==> config.mk <==
export PLATFORM = sky130hd
export DESIGN_NAME = rr_arbiter4
export DESIGN_NICKNAME = d
export VERILOG_FILES = /design/src/rtl/rr_arbiter4.sv
export SDC_FILE = /design/constraint.sdc
export NUM_CORES = 1
export LEC_CHECK = 0
export BUFFER_PORTS_ARGS = -buffer_cell sky130_fd_sc_hd__clkbuf_2
export CAP_MARGIN = 20
export CORE_MARGIN = 2
export CORE_UTILIZATION = 57
export DETAILED_ROUTE_END_ITERATION = 12
export PLACE_DENSITY = 0.81
export SYNTH_ARGS = -nofsm -noshare
export SYNTH_HDL_FRONTEND = slang
export SYNTH_SLANG_ARGS = --single-unit
==> constraint.sdc <==
create_clock -name clk -period 3.4 [get_ports clk]
set_input_delay 0.51 -clock clk [delete_from_list [all_inputs] [get_ports clk]]
set_output_delay 0.51 -clock clk [all_outputs]
set_load 0.005 [all_outputs]
==> src/rtl/rr_arbiter4.sv <==
// Four-requester round-robin arbiter with a bounded hold time per grant.
// Registered one-hot grant, forced-release pulse and request-population flags.
module rr_arbiter4 #(
  parameter int MAX_HOLD = 8
) (
  input  logic       clk,
  input  logic       rst,
  input  logic [3:0] req,
  input  logic [3:0] done,
  output logic [3:0] gnt,
  output logic       busy,
  output logic       contend,
  output logic       full,
  output logic       timeout
);

  localparam int HW = $clog2(MAX_HOLD + 1);
  localparam logic [HW-1:0] HOLD_LIM = HW'(MAX_HOLD);

  typedef enum logic {IDLE, GRANT} state_t;

  state_t          state;
  logic [1:0]      owner;
  logic [1:0]      ptr;
  logic [HW-1:0]   hcnt;

  logic [1:0]      pick;
  logic [2:0]      req_cnt;
  logic            hold_hit;
  logic            rel;

  // First set request scanning ptr, ptr+1, ... (mod 4); smallest offset wins.
  function automatic logic [1:0] rr_pick(input logic [3:0] r, input logic [1:0] p);
    logic [1:0] idx;
    idx = p;
    for (int i = 3; i >= 0; i--) begin
      if (r[p + 2'(i)]) idx = p + 2'(i);
    end
    return idx;
  endfunction

  function automatic logic [2:0] popcount4(input logic [3:0] v);
    return 3'(v[0]) + 3'(v[1]) + 3'(v[2]) + 3'(v[3]);
  endfunction

  always_comb begin
    pick     = rr_pick(req, ptr);
    req_cnt  = popcount4(req);
    hold_hit = (hcnt == HOLD_LIM);
    rel      = done[owner] | ~req[owner] | hold_hit;
  end

  always_ff @(posedge clk) begin
    if (rst) begin
      state   <= IDLE;
      owner   <= 2'd0;
      ptr     <= 2'd0;
      hcnt    <= '0;
      gnt     <= 4'b0000;
      busy    <= 1'b0;
      contend <= 1'b0;
      full    <= 1'b0;
      timeout <= 1'b0;
    end else begin
      contend <= (req_cnt == 3'd2) || (req_cnt == 3'd3);
      full    <= (req_cnt == 3'd4);
      timeout <= 1'b0;
      case (state)
        IDLE: begin
          if (|req) begin
            state <= GRANT;
            owner <= pick;
            gnt   <= 4'b0001 << pick;
            busy  <= 1'b1;
            hcnt  <= HW'(1);
          end
        end
        GRANT: begin
          if (rel) begin
            state   <= IDLE;
            gnt     <= 4'b0000;
            busy    <= 1'b0;
            ptr     <= owner + 2'd1;
            hcnt    <= '0;
            // Only a pure hold-limit expiry counts as forced.
            timeout <= hold_hit & req[owner] & ~done[owner];
          end else begin
            hcnt <= hcnt + HW'(1);
          end
        end
        default: state <= IDLE;
      endcase
    end
  end

endmodule

# Word-level counts from Yosys, hierarchy flattened
# Index checks and enable logic that the tools add are counted.
# word_totals
regBits	17
latch_bits	0
ramBits	0
mem_bits_ro	0
input_bits	10
output_inout_bits	8
wordCells	71
mem_count	0
# classes
n_addsub	8
mul	0
div	0
order_cmp	5
eq_ne	6
n_shift	1
muxes	28
n_bitwise	8
n_reduce_logical	6
# ops
operator	n
two-way mux 4 bit	4
one-hot mux 4 bit (2 select lines)	2
< comparator 2 x 3 -> 1 bit (second input constant)	5
binary-select mux 1 bit (select 2 bit)	6
two-way mux 1 bit	10
two-way mux 2 bit	4
== test 3 x 2 -> 1 bit (second input constant)	2
AND reduction 2 bit	3
adder 2 x 1 -> 2 bit (second input constant)	2
adder 2 bit (second input constant)	2
adder 4 x 1 -> 4 bit (second input constant)	1
== test 4 bit (second input constant)	1
inverter 1 bit	4
one-hot mux 1 bit (2 select lines)	2
OR reduction 4 bit	1
left shift 1 x 2 -> 4 bit (first input constant)	1
adder 2 x 1 -> 3 bit	1
adder 3 x 1 -> 3 bit	1
== test 3 bit (second input constant)	1
OR reduction 3 bit	1
adder 1 x 1 -> 2 bit	1
bitwise AND 1 bit	2
inequality test 2 x 1 -> 1 bit (second input constant)	1
inequality test 2 bit (second input constant)	1
2 further kinds	3

# Longest topological paths before layout
# Gate-level depths: netlist of the first run.
# depth
depth_word	10
ltp_mapped	6
depth_no_buf	6

# Worst setup path after synthesis of the first run
# Ideal clock, no wire load.
# synth_path
path_type	in2reg
start	input req[0]
end	register full
setup_ps	96
arrival_ps	1678
t_required_ps	3304
path_slack_ps	1626
stages	4
n_path_buf	0
path_cell_list	fa_1 -> ha_1 -> ha_1 -> nor4b_1
# synth_between
elab_chain_cells	4
# synth_rtl
item	line	source
start, declared	8	input logic [3:0] req,
adder 1 x 1 -> 2 bit	43	return 3'(v[0]) + 3'(v[1]) + 3'(v[2]) + 3'(v[3]);
adder 2 x 1 -> 3 bit	43	
adder 3 x 1 -> 3 bit	43	
== test 3 bit	66	full <= (req_cnt == 3'd4);
end signal, assigned	66	
end, declared	13	output logic full,
# Every way passes these cells.
# A chain may end at the register's enable or synchronous reset.

# Worst setup path after layout of the first run
# layout_path
start	register owner[1]
end	register ptr[1]
# layout_between
elab_chain_cells	6
elab_cells_between_ends	9
cone_classes	add/sub (1); mux (4); bitwise (3); reduce/logical (1)
# layout_rtl
item	line	source
start, declared	23	logic [1:0] owner;
start signal, assigned	72	owner <= pick;
binary-select mux 1 bit (select 2 bit)	50	rel = done[owner] | ~req[owner] | hold_hit;
two-way mux 1 bit (implied by the code)	50	
inverter 1 bit	50	
OR 1 bit (2 in series)	50	
AND reduction 2 bit (no source line)	-	
end signal, assigned	83	ptr <= owner + 2'd1;
end, declared	24	logic [1:0] ptr;
# Parallel ways exist; a longest one is shown, timed or not. The select of a mux whose other input is x is not followed.

==> results of run 1 <==
-- how the worst min path moves through the flow --
stage,slack (ns),endpoint,start,cells past startpoint
after floorplan,0.45,busy$_SDFFE_PP0P_,busy$_SDFFE_PP0P_,2
after global placement,0.45,gnt[1]$_SDFFE_PP0P_,gnt[1]$_SDFFE_PP0P_,1
after detailed placement,0.46,gnt[1]$_SDFFE_PP0P_,gnt[1]$_SDFFE_PP0P_,1
after CTS,0.49,busy$_SDFFE_PP0P_,busy$_SDFFE_PP0P_,2
after global routing,0.50,busy$_SDFFE_PP0P_,busy$_SDFFE_PP0P_,2
final,0.48,busy$_SDFFE_PP0P_,busy$_SDFFE_PP0P_,2
-- per-stage QoR --
stage / total power, mW / cells
floorplan: 0.289 / 106
global placement: 0.318 / 139
detailed placement: 0.321 / 139
CTS: 0.429 / 143
global route: 0.456 / 143
finish: 0.427 / 143
-- flip-flops by register name, summed over array words and instances (netlist names) --
signal	flops
gnt	4
owner	2
timeout	1
contend	1
busy	1
full	1
hcnt	4
ptr	2
state	1
-- routing by layer --
metal  part of all wire  GRT usage  wire (um)
met1               0.46      0.287        914
met2               0.50      0.394        994
met3              0.037     0.0476         75
met4              0.011     0.0914         22
met5                  0          0          0
-- critical path, delay by kind of cell, from the launching register on --
family          cells  cell delay [ns]
compound gates      1             0.26
flops               1             0.45
mux                 2             0.92
-- layout by cell type (no fill, tap or decap), types with 2 or more instances in the layout --
master / n
dfxtp_1: 17
a32o_1: 2
a211oi_1: 2
clkbuf_4: 3
nand2_1: 6
ha_1: 5
nor2_1: 6
clkbuf_2: 17
inv_1: 6
nand2b_1: 8
nor2b_1: 7
nor3_1: 3
nor3b_1: 3
nor4b_1: 2
o21ai_0: 3
o31ai_1: 3
mux4_2: 2
a21oi_1: 5
-- layout make-up --
class	count	area share
Sequential cell	17	0.302
Inverter	6	0.0200
Clock buffer	3	0.0200
Multi-Input combinational cell	81	0.552
Timing Repair Buffer	18	0.0822
Tap cell	17	0.0189
Clock inverter	1	0.00444
-- power groups by stage --
stage	combinational, mW	sequential, mW	clock (mW)
final	0.0911	0.226	0.110
after global routing	0.102	0.228	0.125
after CTS	0.0916	0.226	0.112
after detailed placement	0.0911	0.230	0
after global placement	0.0880	0.230	0
after floorplan	0.0630	0.226	0
-- logic make-up (layout without fill, tap and decap cells) --
kind of cell               count (synthesis)  in the layout  share of synthesized area
muxes                                      3              3                     0.0567
DFF                                       17             17                      0.343
xor gates and xnor gates                   1              1                    0.00883
adders and majority gates                  6              6                     0.0832
buffers and inverters                      8             28                     0.0303
AOI/OAI and AO/OA                         28             28                      0.226
and+or+nand+nor                           43             43                      0.252
==> flow_metrics.tcl, run 1 <==
set metrics [dict create \
    outcome "complete, no violations" \
    grt_util_all_layers 0.233 \
    worstSetupEndpoint "ptr[1]$_SDFFE_PP0P_" \
    detail_route.first_pass.iterations 4 \
    drv_slew 0 \
    fin_crit_sh 0.511 \
    dieArea_um2 2090 \
    die_w_um 45.7 \
    synth-seq-area-share 0.343 \
    relSlewSlack 0.585 \
    crit_path_max_fanout 5 \
    worst_setup_path_start_kind "flip-flop" \
    min_period_ns 1.74 \
    register_area_um2 340 \
    vias_per_cell 6.05 \
    grt_max_degree 17 \
    hold_viol 0 \
    clockBufferDepth 2 \
    routed_wl_um 2010 \
    utilization 0.667 \
    synthTopCellsByArea "dfxtp_1 34%, ha_1 6.3%, nand2b_1 5.0%" \
    hpwlAfterDp_um 1540 \
    synth_ff_type "dfxtp_1" \
    intPower_mw 0.300 \
    ys_warn_count 0 \
    initial_utilization 0.587 \
    ant_nets 0 \
    clk_latency_ns 0.29 \
    drv_cap 0 \
    rr_endpoint "ptr[1]$_SDFFE_PP0P_" \
    syn_avg_cell_area_um2 9.36 \
    cp-startpoint "owner[1]$_SDFFE_PP0P_" \
    wl_per_cell_um 14.0 \
    antenna_found_initial 0 \
    cp.arrival_ns 1.93 \
    hp-class "reg2reg" \
    ir_worst_vdd_mv 0.262 \
    clkPwrFrac 0.257 \
    htree_levels 1 \
    path_class "reg2reg" \
    required_ns 3.59 \
    rsz0062_at_grt "no" \
    synth_nets 122 \
    overflow 0 \
    synth_edf_count 0 \
    ioPinCount 18 \
    nNetsFinal 143 \
    p_leak_nw 0.475 \
    switchingPower_mw 0.127 \
    slowest_delay_ns 0.58 \
    num_vias 865 \
    clkSinkCount 17 \
    cts_setup_buffers 0 \
    hold_slack_ns 0.475 \
    worst_pin_slew_ns 0.621 \
    fp.coreArea_um2 1690 \
    dr.first_iter.drc_count 30 \
    p_comb_frac 0.213 \
    grt_pass1_wl_um 3590 \
    layout-drive-gt1-share 0.222 \
    holdBufCountCts 0 \
    setup_viol 0 \
    synth_top_area_share 0.343 \
    syn_area_um2 992 \
    synth-seq-cells 17 \
    placed_area_um2 1100 \
    multi_input_area_um2 622 \
    pre_cts_ws_ns 1.36 \
    fin_tns_setup_ns 0 \
    fillerInstances 147 \
    diodes 0 \
    dieHeight_um 45.7 \
    rr_startpoint "owner[1]$_SDFFE_PP0P_" \
    grt_pass1_vias 862 \
    place_congestion 0.790 \
    ff2ff_path_depth 3 \
    synthTopCellsByCount "17 x dfxtp_1, 8 x nand2b_1, 7 x nor2b_1" \
    yosysUniqueCellTypes 41 \
    end_kind "flip-flop" \
    drc 0 \
    async_flop_share 0 \
    fmax_mhz 575 \
    port_buffers 17 \
    areaGrowthSynthToFinish_pct 13.5 \
    row_count 15 \
    cts_buffers 3 \
    cts_root_buffer "clkbuf_4" \
    crit_chain "mux4_2 > a21boi_2 > mux2_1" \
    yosys.cell_count.top_type "dfxtp_1" \
    power_frac_seq 0.529 \
    clock_skew_ns 0.00532 \
    cts.clk_slew.worst_paths_ns 0.10 \
    design_area_um2 1130 \
    worst_slack_ns 1.66 \
    crit_path_top_delay_cell "mux4_2" \
    p_sw_frac 0.297 \
    yosysTopAreaCell "dfxtp_1" \
    post_cts_resized 0 \
    tritoncts "done" \
    powerDensity_nw_per_um2 379 \
    rrSetupSlack_ns 1.66 \
    synthCells 106 \
]
Power figures use the tool's default switching activity.
==> run 2: changes to the inputs <==
CORE_UTILIZATION = 48   (was 57)
PLACE_DENSITY = 0.73   (was 0.81)
clock period = 1.45 ns   (was 3.4 ns; I/O delays follow)
==> run 2 against run 1 <==
  * The flow now finishes with violations (setup timing)
  * Global-route usage shrank 1.7 points
  * Die area grew 17%
  * Non-clock buffer count grew 23
  * Final cell count grew 23%
  * Combinational power grew to 3.6 times the previous value
  * Worst hold slack lost 0.21 ns
  * Worst setup slack lost 1.8 ns
  * Via count grew 12%
  * Clock power grew 140%
  * Wire length grew 28%
  * Sequential share of layout area shrank 5.2 points
  * Sequential power grew 130%
==> flow_metrics.tcl, run 2 (synthesis results as in run 1) <==
set metrics [dict create \
    htree_levels 1 \
    p_comb_frac 0.293 \
    clkSinkCount 17 \
    hold_viol 0 \
    ant_nets 0 \
    initial_utilization 0.506 \
    grt_pass1_wl_um 4000 \
    setup_viol 6 \
    ioPinCount 18 \
    dieHeight_um 49.5 \
    areaGrowthSynthToFinish_pct 39.6 \
    clk_latency_ns 0.30 \
    clkPwrFrac 0.237 \
    drv_slew 0 \
    p_leak_nw 0.603 \
    clockBufferDepth 2 \
    power_mw 1.12 \
    antenna_found_initial 0 \
    grt_pass1_vias 950 \
    worst_setup_path_start_kind "flip-flop" \
    mostFrequentLayoutCells "23 x buf_4, 17 x clkbuf_2, 14 x dfxtp_1" \
    cts_root_buffer "clkbuf_4" \
    num_vias 970 \
    drv_cap 0 \
    rrSetupSlack_ns -0.1 \
    relSlewSlack 0.758 \
    grt_max_degree 12 \
    end_kind "flip-flop" \
    cp.arrival_ns 1.75 \
    row_count 16 \
    cp-startpoint "owner[1]$_SDFFE_PP0P_" \
    worst_pin_slew_ns 0.361 \
    vias_per_cell 5.51 \
    diodes 0 \
    ir_worst_vdd_mv 0.668 \
    fillerInstances 166 \
    clock_skew_ns 0.00654 \
    die_w_um 49.5 \
    rr_startpoint "owner[1]$_SDFFE_PP0P_" \
    path_class "reg2reg" \
    p_sw_frac 0.310 \
    tritoncts "done" \
    hp-class "in2reg" \
    fmax_mhz 645 \
    rr_endpoint "ptr[1]$_SDFFE_PP0P_" \
    grt_util_all_layers 0.216 \
    rsz0062_at_grt "yes" \
    port_buffers 17 \
    crit_path_max_fanout 3 \
    layout-drive-gt1-share 0.430 \
    min_period_ns 1.55 \
    fin_tns_setup_ns -0.190 \
    detail_route.first_pass.iterations 4 \
    required_ns 1.65 \
    fp.coreArea_um2 1960 \
    outcome "complete, but fails checks" \
    final_common_cell "buf_4" \
    drc 0 \
    holdBufCountCts 0 \
    worstSetupEndpoint "ptr[1]$_SDFFE_PP0P_" \
    dr.first_iter.drc_count 18 \
    worst_slack_ns -0.0993 \
    switchingPower_mw 0.347 \
    routed_wl_um 2560 \
    intPower_mw 0.774 \
    hpwlAfterDp_um 1870 \
    ff2ff_path_depth 3 \
    fin_crit_sh 1.07 \
    cts_buffers 3 \
    overflow 0 \
    powerDensity_nw_per_um2 809 \
    power_frac_seq 0.469 \
    violations "setup timing" \
    place_congestion 0.772 \
    dieArea_um2 2450 \
    nNetsFinal 166 \
    cts.clk_slew.worst_paths_ns 0.11 \
    reg_top3 "gnt: 4 flops, hcnt: 4 flops" \
    wl_per_cell_um 14.5 \
]
-- run 2: per-stage QoR --
stage | std cells | utilization | area, um2 | hold WS (ns) | worst slack, ns
finish | 176 | 0.706 | 1390 | 0.265 | -0.0993
detailed placement | 171 | 0.651 | 1280 | 0.457 | -0.253
global placement | 171 | 0.651 | 1280 | 0.441 | -0.181
CTS | 175 | 0.674 | 1320 | 0.211 | -0.0745
floorplan | 106 | - | 993 | 0.301 | -0.101
global route | 176 | 0.706 | 1390 | 0.250 | -0.134
-- run 2: layout make-up --
type	count	area, um2	area share
clock buffer	3	22.5	0.0163
clock inverter	1	5.00	0.00361
inverter	6	22.5	0.0163
multi-input combinational	81	686	0.495
sequential	17	347	0.250
tap	27	33.8	0.0244
timing repair buffer	41	269	0.194
-- run 2: power groups by stage --
stage,combinational (mW),clock [mW],sequential [mW]
finish,0.329,0.266,0.526
global route,0.356,0.295,0.530
CTS,0.299,0.263,0.523
detailed placement,0.289,0,0.534
global placement,0.276,0,0.532
floorplan,0.148,0,0.531
-- run 2: repair_timing --
item | CTS | global route
buffers inserted | 0 | 1
gates resized for setup | 5 | 12
endpoints found under the setup margin | 9 | 10
pin swaps | 3 | 6
-- run 2: worst max-delay path, stage by stage (launching register included) --
cell and delay [ns]:
dfxtp_4 0.39, mux4_2 0.55, a21boi_4 0.20, mux2_4 0.31
-- run 2: routing by layer --
layer	GRT usage	share of wire	up-vias
met4	0.0833	0.022	0
met5	0	0	-
met3	0.0545	0.024	7
li1	-	-	478
met1	0.231	0.42	470
met2	0.403	0.53	15
-- run 2: how the worst min path moves through the flow --
stage | from | endpoint | slack (ns) | cells past startpoint
finish | rst | hcnt[1]$_SDFFE_PP0P_ | 0.26 | 2
global route | rst | hcnt[1]$_SDFFE_PP0P_ | 0.25 | 2
CTS | rst | hcnt[1]$_SDFFE_PP0P_ | 0.21 | 2
detailed placement | gnt[0]$_SDFFE_PP0P_ | gnt[0]$_SDFFE_PP0P_ | 0.46 | 1
global placement | busy$_SDFFE_PP0P_ | busy$_SDFFE_PP0P_ | 0.44 | 2
floorplan | rst | hcnt[0]$_SDFFE_PP0P_ | 0.30 | 1
